[src/rtl/program_loader.sv]
// ---------------------------------------------------------------------------
// program_loader
// Frames an incoming byte stream (sync, word count, 4-byte words, optional
// checksum) into ROM programming cycles: holds the ROM in edit mode for the
// whole load, assembles each 32-bit instruction little-endian and issues one
// send strobe per word with a line address advancing by STEP.
//
// Optional feature macro: LOADER_CHECKSUM_EN
//   defined   -> a trailing XOR-of-payload byte is checked in a CHK state
//   undefined -> frame ends at DONE right after the last word is sent
//
// Ports:
//   clk           system clock, rising edge
//   rst           synchronous reset, active-low
//   in_data[7:0]  stream byte
//   in_valid      in_data is valid
//   in_ready      loader accepts a byte (transfer on in_valid & in_ready)
//   edit          ROM edit enable, high while a load is in progress
//   line[7:0]     ROM line address of the current word
//   code[31:0]    assembled instruction, code[7:0] = opcode byte
//   send          one-cycle ROM write strobe
//   rom_clear     one-cycle pulse at frame start (ROM reset)
//   busy          high outside IDLE, DONE and ERR
//   done          one-cycle pulse on successful completion
//   error         high while in ERR
//   words_loaded  send strobes issued in the current frame
// ---------------------------------------------------------------------------
module program_loader #(
    parameter int unsigned STEP      = 4,
    parameter int unsigned MAX_WORDS = 64,
    parameter logic [7:0]  SYNC_BYTE = 8'hA5
) (
    input  logic        clk,
    input  logic        rst,
    input  logic [7:0]  in_data,
    input  logic        in_valid,
    output logic        in_ready,
    output logic        edit,
    output logic [7:0]  line,
    output logic [31:0] code,
    output logic        send,
    output logic        rom_clear,
    output logic        busy,
    output logic        done,
    output logic        error,
    output logic [7:0]  words_loaded
);

    localparam int unsigned BYTE_W = 8;
    localparam int unsigned CODE_W = 32;
    localparam int unsigned IDX_W  = 2;

    typedef enum logic [2:0] {
        S_IDLE,
        S_LEN,
        S_DATA,
        S_SEND,
        S_DONE,
        S_ERR
`ifdef LOADER_CHECKSUM_EN
        ,
        S_CHK
`endif
    } state_e;

    state_e              state_q, state_d;
    logic [IDX_W-1:0]    b_q, b_d;
    logic [BYTE_W-1:0]   n_q, n_d;
    logic [BYTE_W-1:0]   line_q, line_d;
    logic [CODE_W-1:0]   code_q, code_d;
    logic [BYTE_W-1:0]   words_q, words_d;
`ifdef LOADER_CHECKSUM_EN
    logic [BYTE_W-1:0]   chk_q, chk_d;
`endif
    logic                clear_d;
    logic                accept;
    logic                is_sync;

    // Output registers, all derived from the next state
    logic in_ready_q, edit_q, send_q, rom_clear_q, busy_q, done_q, error_q;

    assign accept  = in_valid & in_ready_q;
    assign is_sync = (in_data == SYNC_BYTE);

    // State and datapath registers
    always_ff @(posedge clk) begin
        if (!rst) begin
            state_q     <= S_IDLE;
            b_q         <= '0;
            n_q         <= '0;
            line_q      <= '0;
            code_q      <= '0;
            words_q     <= '0;
`ifdef LOADER_CHECKSUM_EN
            chk_q       <= '0;
`endif
            in_ready_q  <= 1'b1;
            edit_q      <= 1'b0;
            send_q      <= 1'b0;
            rom_clear_q <= 1'b0;
            busy_q      <= 1'b0;
            done_q      <= 1'b0;
            error_q     <= 1'b0;
        end else begin
            state_q     <= state_d;
            b_q         <= b_d;
            n_q         <= n_d;
            line_q      <= line_d;
            code_q      <= code_d;
            words_q     <= words_d;
`ifdef LOADER_CHECKSUM_EN
            chk_q       <= chk_d;
`endif
            // Only SEND blocks the stream; DONE already behaves like IDLE
            in_ready_q  <= (state_d != S_SEND);
            send_q      <= (state_d == S_SEND);
            rom_clear_q <= clear_d;
            done_q      <= (state_d == S_DONE);
            error_q     <= (state_d == S_ERR);
            edit_q      <= (state_d != S_IDLE) && (state_d != S_ERR);
            busy_q      <= (state_d != S_IDLE) && (state_d != S_ERR) &&
                           (state_d != S_DONE);
        end
    end

    // Next-state and datapath update
    always_comb begin
        state_d = state_q;
        b_d     = b_q;
        n_d     = n_q;
        line_d  = line_q;
        code_d  = code_q;
        words_d = words_q;
`ifdef LOADER_CHECKSUM_EN
        chk_d   = chk_q;
`endif
        clear_d = 1'b0;

        unique case (state_q)
            // Waiting for a frame; non-sync bytes are dropped
            S_IDLE, S_DONE, S_ERR: begin
                if (accept && is_sync) begin
                    state_d = S_LEN;
                    clear_d = 1'b1;
                    line_d  = '0;
                    words_d = '0;
                    b_d     = '0;
`ifdef LOADER_CHECKSUM_EN
                    chk_d   = '0;
`endif
                end else if (state_q == S_DONE) begin
                    state_d = S_IDLE;
                end
            end

            S_LEN: begin
                if (accept) begin
                    if ((in_data == '0) || (32'(in_data) > MAX_WORDS)) begin
                        state_d = S_ERR;
                    end else begin
                        n_d     = in_data;
                        b_d     = '0;
                        state_d = S_DATA;
                    end
                end
            end

            // Little-endian assembly; a sync byte here is ordinary payload
            S_DATA: begin
                if (accept) begin
                    code_d[{b_q, 3'b000} +: BYTE_W] = in_data;
`ifdef LOADER_CHECKSUM_EN
                    chk_d = chk_q ^ in_data;
`endif
                    b_d = b_q + IDX_W'(1);
                    if (b_q == IDX_W'(3)) begin
                        state_d = S_SEND;
                    end
                end
            end

            // Single strobe cycle; address/count advance on leaving it
            S_SEND: begin
                line_d  = line_q + BYTE_W'(STEP);
                words_d = words_q + BYTE_W'(1);
                b_d     = '0;
                if (words_d == n_q) begin
`ifdef LOADER_CHECKSUM_EN
                    state_d = S_CHK;
`else
                    state_d = S_DONE;
`endif
                end else begin
                    state_d = S_DATA;
                end
            end

`ifdef LOADER_CHECKSUM_EN
            S_CHK: begin
                if (accept) begin
                    state_d = (in_data == chk_q) ? S_DONE : S_ERR;
                end
            end
`endif

            default: state_d = S_IDLE;
        endcase
    end

    assign in_ready     = in_ready_q;
    assign edit         = edit_q;
    assign line         = line_q;
    assign code         = code_q;
    assign send         = send_q;
    assign rom_clear    = rom_clear_q;
    assign busy         = busy_q;
    assign done         = done_q;
    assign error        = error_q;
    assign words_loaded = words_q;

endmodule

[config.mk]
export PLATFORM = sky130hd
export DESIGN_NAME = program_loader
export DESIGN_NICKNAME = d
export VERILOG_FILES = /design/src/rtl/program_loader.sv
export SDC_FILE = /design/constraint.sdc
export NUM_CORES = 1
export LEC_CHECK = 0
export BUFFER_PORTS_ARGS = -buffer_cell sky130_fd_sc_hd__buf_2
export CELL_PAD_IN_SITES_DETAIL_PLACEMENT = 1
export CELL_PAD_IN_SITES_GLOBAL_PLACEMENT = 1
export CORE_MARGIN = 5
export CORE_UTILIZATION = 40
export CTS_BUF_LIST = sky130_fd_sc_hd__clkbuf_16
export DETAILED_ROUTE_END_ITERATION = 8
export GPL_TIMING_DRIVEN = 1
export PLACE_DENSITY = 0.86
export SETUP_SLACK_MARGIN = 0.4
export SLEW_MARGIN = 5
export SYNTH_ARGS = -nofsm -noshare
export SYNTH_HDL_FRONTEND = slang
export SYNTH_SLANG_ARGS = --single-unit
[constraint.sdc]
create_clock -name clk -period 2.2 [get_ports clk]
set_clock_uncertainty 0.2 [all_clocks]
set_input_delay 0.11 -clock clk [delete_from_list [all_inputs] [get_ports clk]]
set_output_delay 0.11 -clock clk [all_outputs]
set_load 0.05 [all_outputs]
==> impl_metrics.csv <==
group,metric,value,unit
outcome,status,"complete, no violations",
worst_setup_path,reg2reg_slack,0.33,ns
worst_setup_path,timing.rr.start,"words_loaded[0]$_SDFFE_PN0P_",
grt,antenna_found_initial,0,
layout,antennaDiodeCount,0,
die,fp.dieW,97.24,um
sta,max_freq,535.3,MHz
placement,placed_area,3523,um^2
power,power.density,648.2,nW/um^2
grt,grt_pass1_wl,16.51,mm
worst_setup_path,cp-start-kind,"flop",
synth,avgSynthCellArea,8.480,um^2
synth,seq_area_frac_synth,43.40,%
layout,syn2layout_area_growth,40.03,%
sta,tightest_slew,0.5618,ns
sta,setup_violations,0,
die,core.rowCount,31,
sta,min_period_over_period,84.92,%
route,drt-total-wl,10.56,mm
synth,synth_top_area_cell,"dfxtp_1",
synth,ys_types,48,
sta,fin_tns_setup,0,ns
placement,io_buffers,63,
route,avgRoutedWirePerCell,19.13,um
die,fp.dieArea,9455,um^2
synth,synth_compound_area_share,15.45,%
power,irDropWorstVdd,0.3757,mV
die,fp.dieH,97.24,um
route,vias_per_cell,5.678,
clock_network,clk_pin_slew,0.06,ns
worst_setup_path,r2r_end,"busy$_SDFF_PN0_",
synth,synth.most_common_cell,"dfxtp_1",
clock_network,cts.sinks,66,
placement,post-place-ws,0.1031,ns
sta,fin_crit,1.868,ns
clock_network,clock_latency,0.34,ns
synth,synthTopCellsByCount,"dfxtp_1 (66), a21oi_1 (45), nand2_1 (44), nand4_1 (34), nor2_1 (25)",
grt,overflow,0,
worst_setup_path,worst_ep_required_time,2.23,ns
synth,synth_top_area_share,43.40,%
synth,synth_xor_area_share,2.302,%
worst_setup_path,endpoint,"busy$_SDFF_PN0_",
sta,slew_violations,0,
clock_network,cts_root_buffer,"clkbuf_16",
sta,setup_ws,0.3318,ns
synth,muxShareOfSynthArea,2.302,%
synth,synth_top_family_by_area,"simple AND/OR/NAND/NOR gates",
worst_setup_path,worstPathArrival,1.90,ns
clock_network,cts_htree_levels,3,
worst_setup_path,end_kind,"flop",
route,drc,0,
placement,hpwl,6.310,mm
layout,final_nets,467,
synth,ys_ff_latch,66,
grt,grt_max_degree,38,
worst_hold_path,hp-class,"in -> reg",
worst_setup_path,critical_path_class,"reg -> reg",
layout,fin_area,4263,um^2
sta,rsz0062_at_grt,"yes",
synth,netlist_area,3044,um^2
clock_network,cts_buffers,9,
synth,yosysWarnings,0,
route,vias,3134,
synth,ys_async_sr_fraction,0,%
synth,synth_edf_count,0,
route,drt_iter0_markers,95,
clock_network,clockBufferDepth,2,
clock_network,cts_tree,"built",
die,start_util,41.53,%
flow_run,cap_viol_max_count,0,
worst_setup_path,rr_worst_depth,6,
layout,drive_above_1_share,37.31,%
worst_setup_path,critical_path.max_fanout,7,
placement,gp_congestion,0.8425,
sta,max-slew-margin-rel,62.43,%
layout,fillers,853,
power,leakagePower,1.809,nW
route,antenna_left,0,
grt,grt_usage,21.50,%
synth,synth-simple-area-share,29.10,%
synth,ys.flop_type,"dfxtp_1",
route,firstDrtPassIters,4,
synth,synth_cells,359,
worst_setup_path,cp-startpoint,"words_loaded[0]$_SDFFE_PN0P_",
synth,yosys-top-cells-area,"dfxtp_1 (43%), a21oi_1 (7.4%), nand4_1 (7.0%), nand2_1 (5.4%), ha_1 (3.3%)",
grt,first_global_vias,3300,
sta,finalHoldViolations,0,
die,io_pins,66,
die,core,7331,um^2
synth,synthAdderAreaFrac,3.288,%
## metal layers
layer | vias to the layer above | track usage (%) | part of all wire [%]
met1 | 1552 | 25.40 | 42
met3 | 22 | 5.240 | 5.0
met2 | 82 | 37.90 | 51
met4 | 0 | 7.455 | 2.0
met5 | - | 0 | 0
li1 | 1478 | - | -
## through the flow
step	hold slack (ns)	util (%)	std cells	power, mW
finish	0.04434	58.15	552	2.763
global route	0.04861	58.15	552	2.841
CTS	0.02296	56.15	546	2.766
detailed placement	0.2434	48.06	510	1.301
global placement	0.2392	48.06	510	1.301
floorplan	0.05394	-	360	1.262
## state kept, by name, indices dropped and copies added, names as in the netlist, 2 cells and up
register      count
code             32
words_loaded      8
b_q               2
line              6
n_q               8
state_q           3
## kinds of logic after synthesis
family | count (synthesis)
AO/OA/AOI/OAI | 75
XOR/XNOR | 8
adder cells (fa/ha/maj) | 8
buffers and inverters | 29
flip-flops | 66
multiplexers | 7
other | 1
AND/OR/NAND/NOR | 165
## power breakdown
group / switching (mW) / leakage [nW] / internal, mW
Clock: 0.584 / 0.143 / 0.887
Sequential: 0.000150 / 0.540 / 1.19
Combinational: 0.0742 / 1.13 / 0.0317
## repair_timing
| item | 4_1_cts | 5_1_grt |
|---|---|---|
| gates cloned | 1 | 0 |
| pin swaps | 13 | 16 |
| buffers inserted | 12 | 6 |
| endpoints found under the hold margin | 35 | 0 |
| hold buffers | 7 | 0 |
| gates resized for setup | 28 | 33 |
| endpoints found under the setup margin | 54 | 58 |
## worst max-delay path, stage by stage (launching register included)
cell and delay [ns]:
dfxtp_4 0.38, ha_4 0.18, and3_4 0.19, and3_4 0.20
xnor2_2 0.12, nand4_1 0.23, a31o_1 0.27
## layout make-up
cell class / count / area (um^2) / area share (%)
tap: 99 / 123.9 / 2.906
clock buffer: 9 / 225.2 / 5.283
clock inverter: 7 / 76.32 / 1.790
multi-input combinational: 266 / 1819 / 42.68
inverter: 8 / 30.03 / 0.7044
sequential: 66 / 1356 / 31.82
timing repair buffer: 97 / 631.9 / 14.82
## how the worst min path moves through the flow
stage / startpoint / end / slack [ns] / depth (start not counted)
after floorplan: in_data[0] / n_q[0]$_SDFFE_PN0P_ / 0.05 / 2
after global placement: code[15]$_SDFFE_PN0P_ / code[15]$_SDFFE_PN0P_ / 0.24 / 2
after detailed placement: code[5]$_SDFFE_PN0P_ / code[5]$_SDFFE_PN0P_ / 0.24 / 2
after CTS: in_data[3] / n_q[3]$_SDFFE_PN0P_ / 0.02 / 4
after global routing: in_data[3] / code[19]$_SDFFE_PN0P_ / 0.05 / 4
final: in_data[3] / code[19]$_SDFFE_PN0P_ / 0.04 / 4
## placed cells by master (no fill, tap or decap), drive strengths merged, types with 2 or more instances in the layout
cell / netlist / layout
clkinvlp: 0 / 2
inv: 8 / 11
buf: 7 / 90
o21a: 3 / 3
conb: 1 / 2
o31a: 2 / 2
and4: 2 / 2
nor3: 11 / 11
a21oi: 45 / 45
ha: 8 / 8
xnor2: 3 / 3
mux2i: 7 / 7
nand2: 44 / 44
dlygate4sd3: 0 / 7
o21ai: 11 / 11
nand3b: 2 / 2
and4b: 2 / 2
nor2: 25 / 25
nor3b: 2 / 2
nor2b: 6 / 6
nand2b: 3 / 3
or3: 7 / 7
dfxtp: 66 / 66
and2: 3 / 3
a41oi: 1 / 2
a31oi: 5 / 5
nor4: 2 / 2
clkbuf: 14 / 9
and3: 11 / 11
nand4: 34 / 34
nand3: 8 / 8
xor2: 5 / 5
Note: power is estimated with default switching activity, not from simulation.
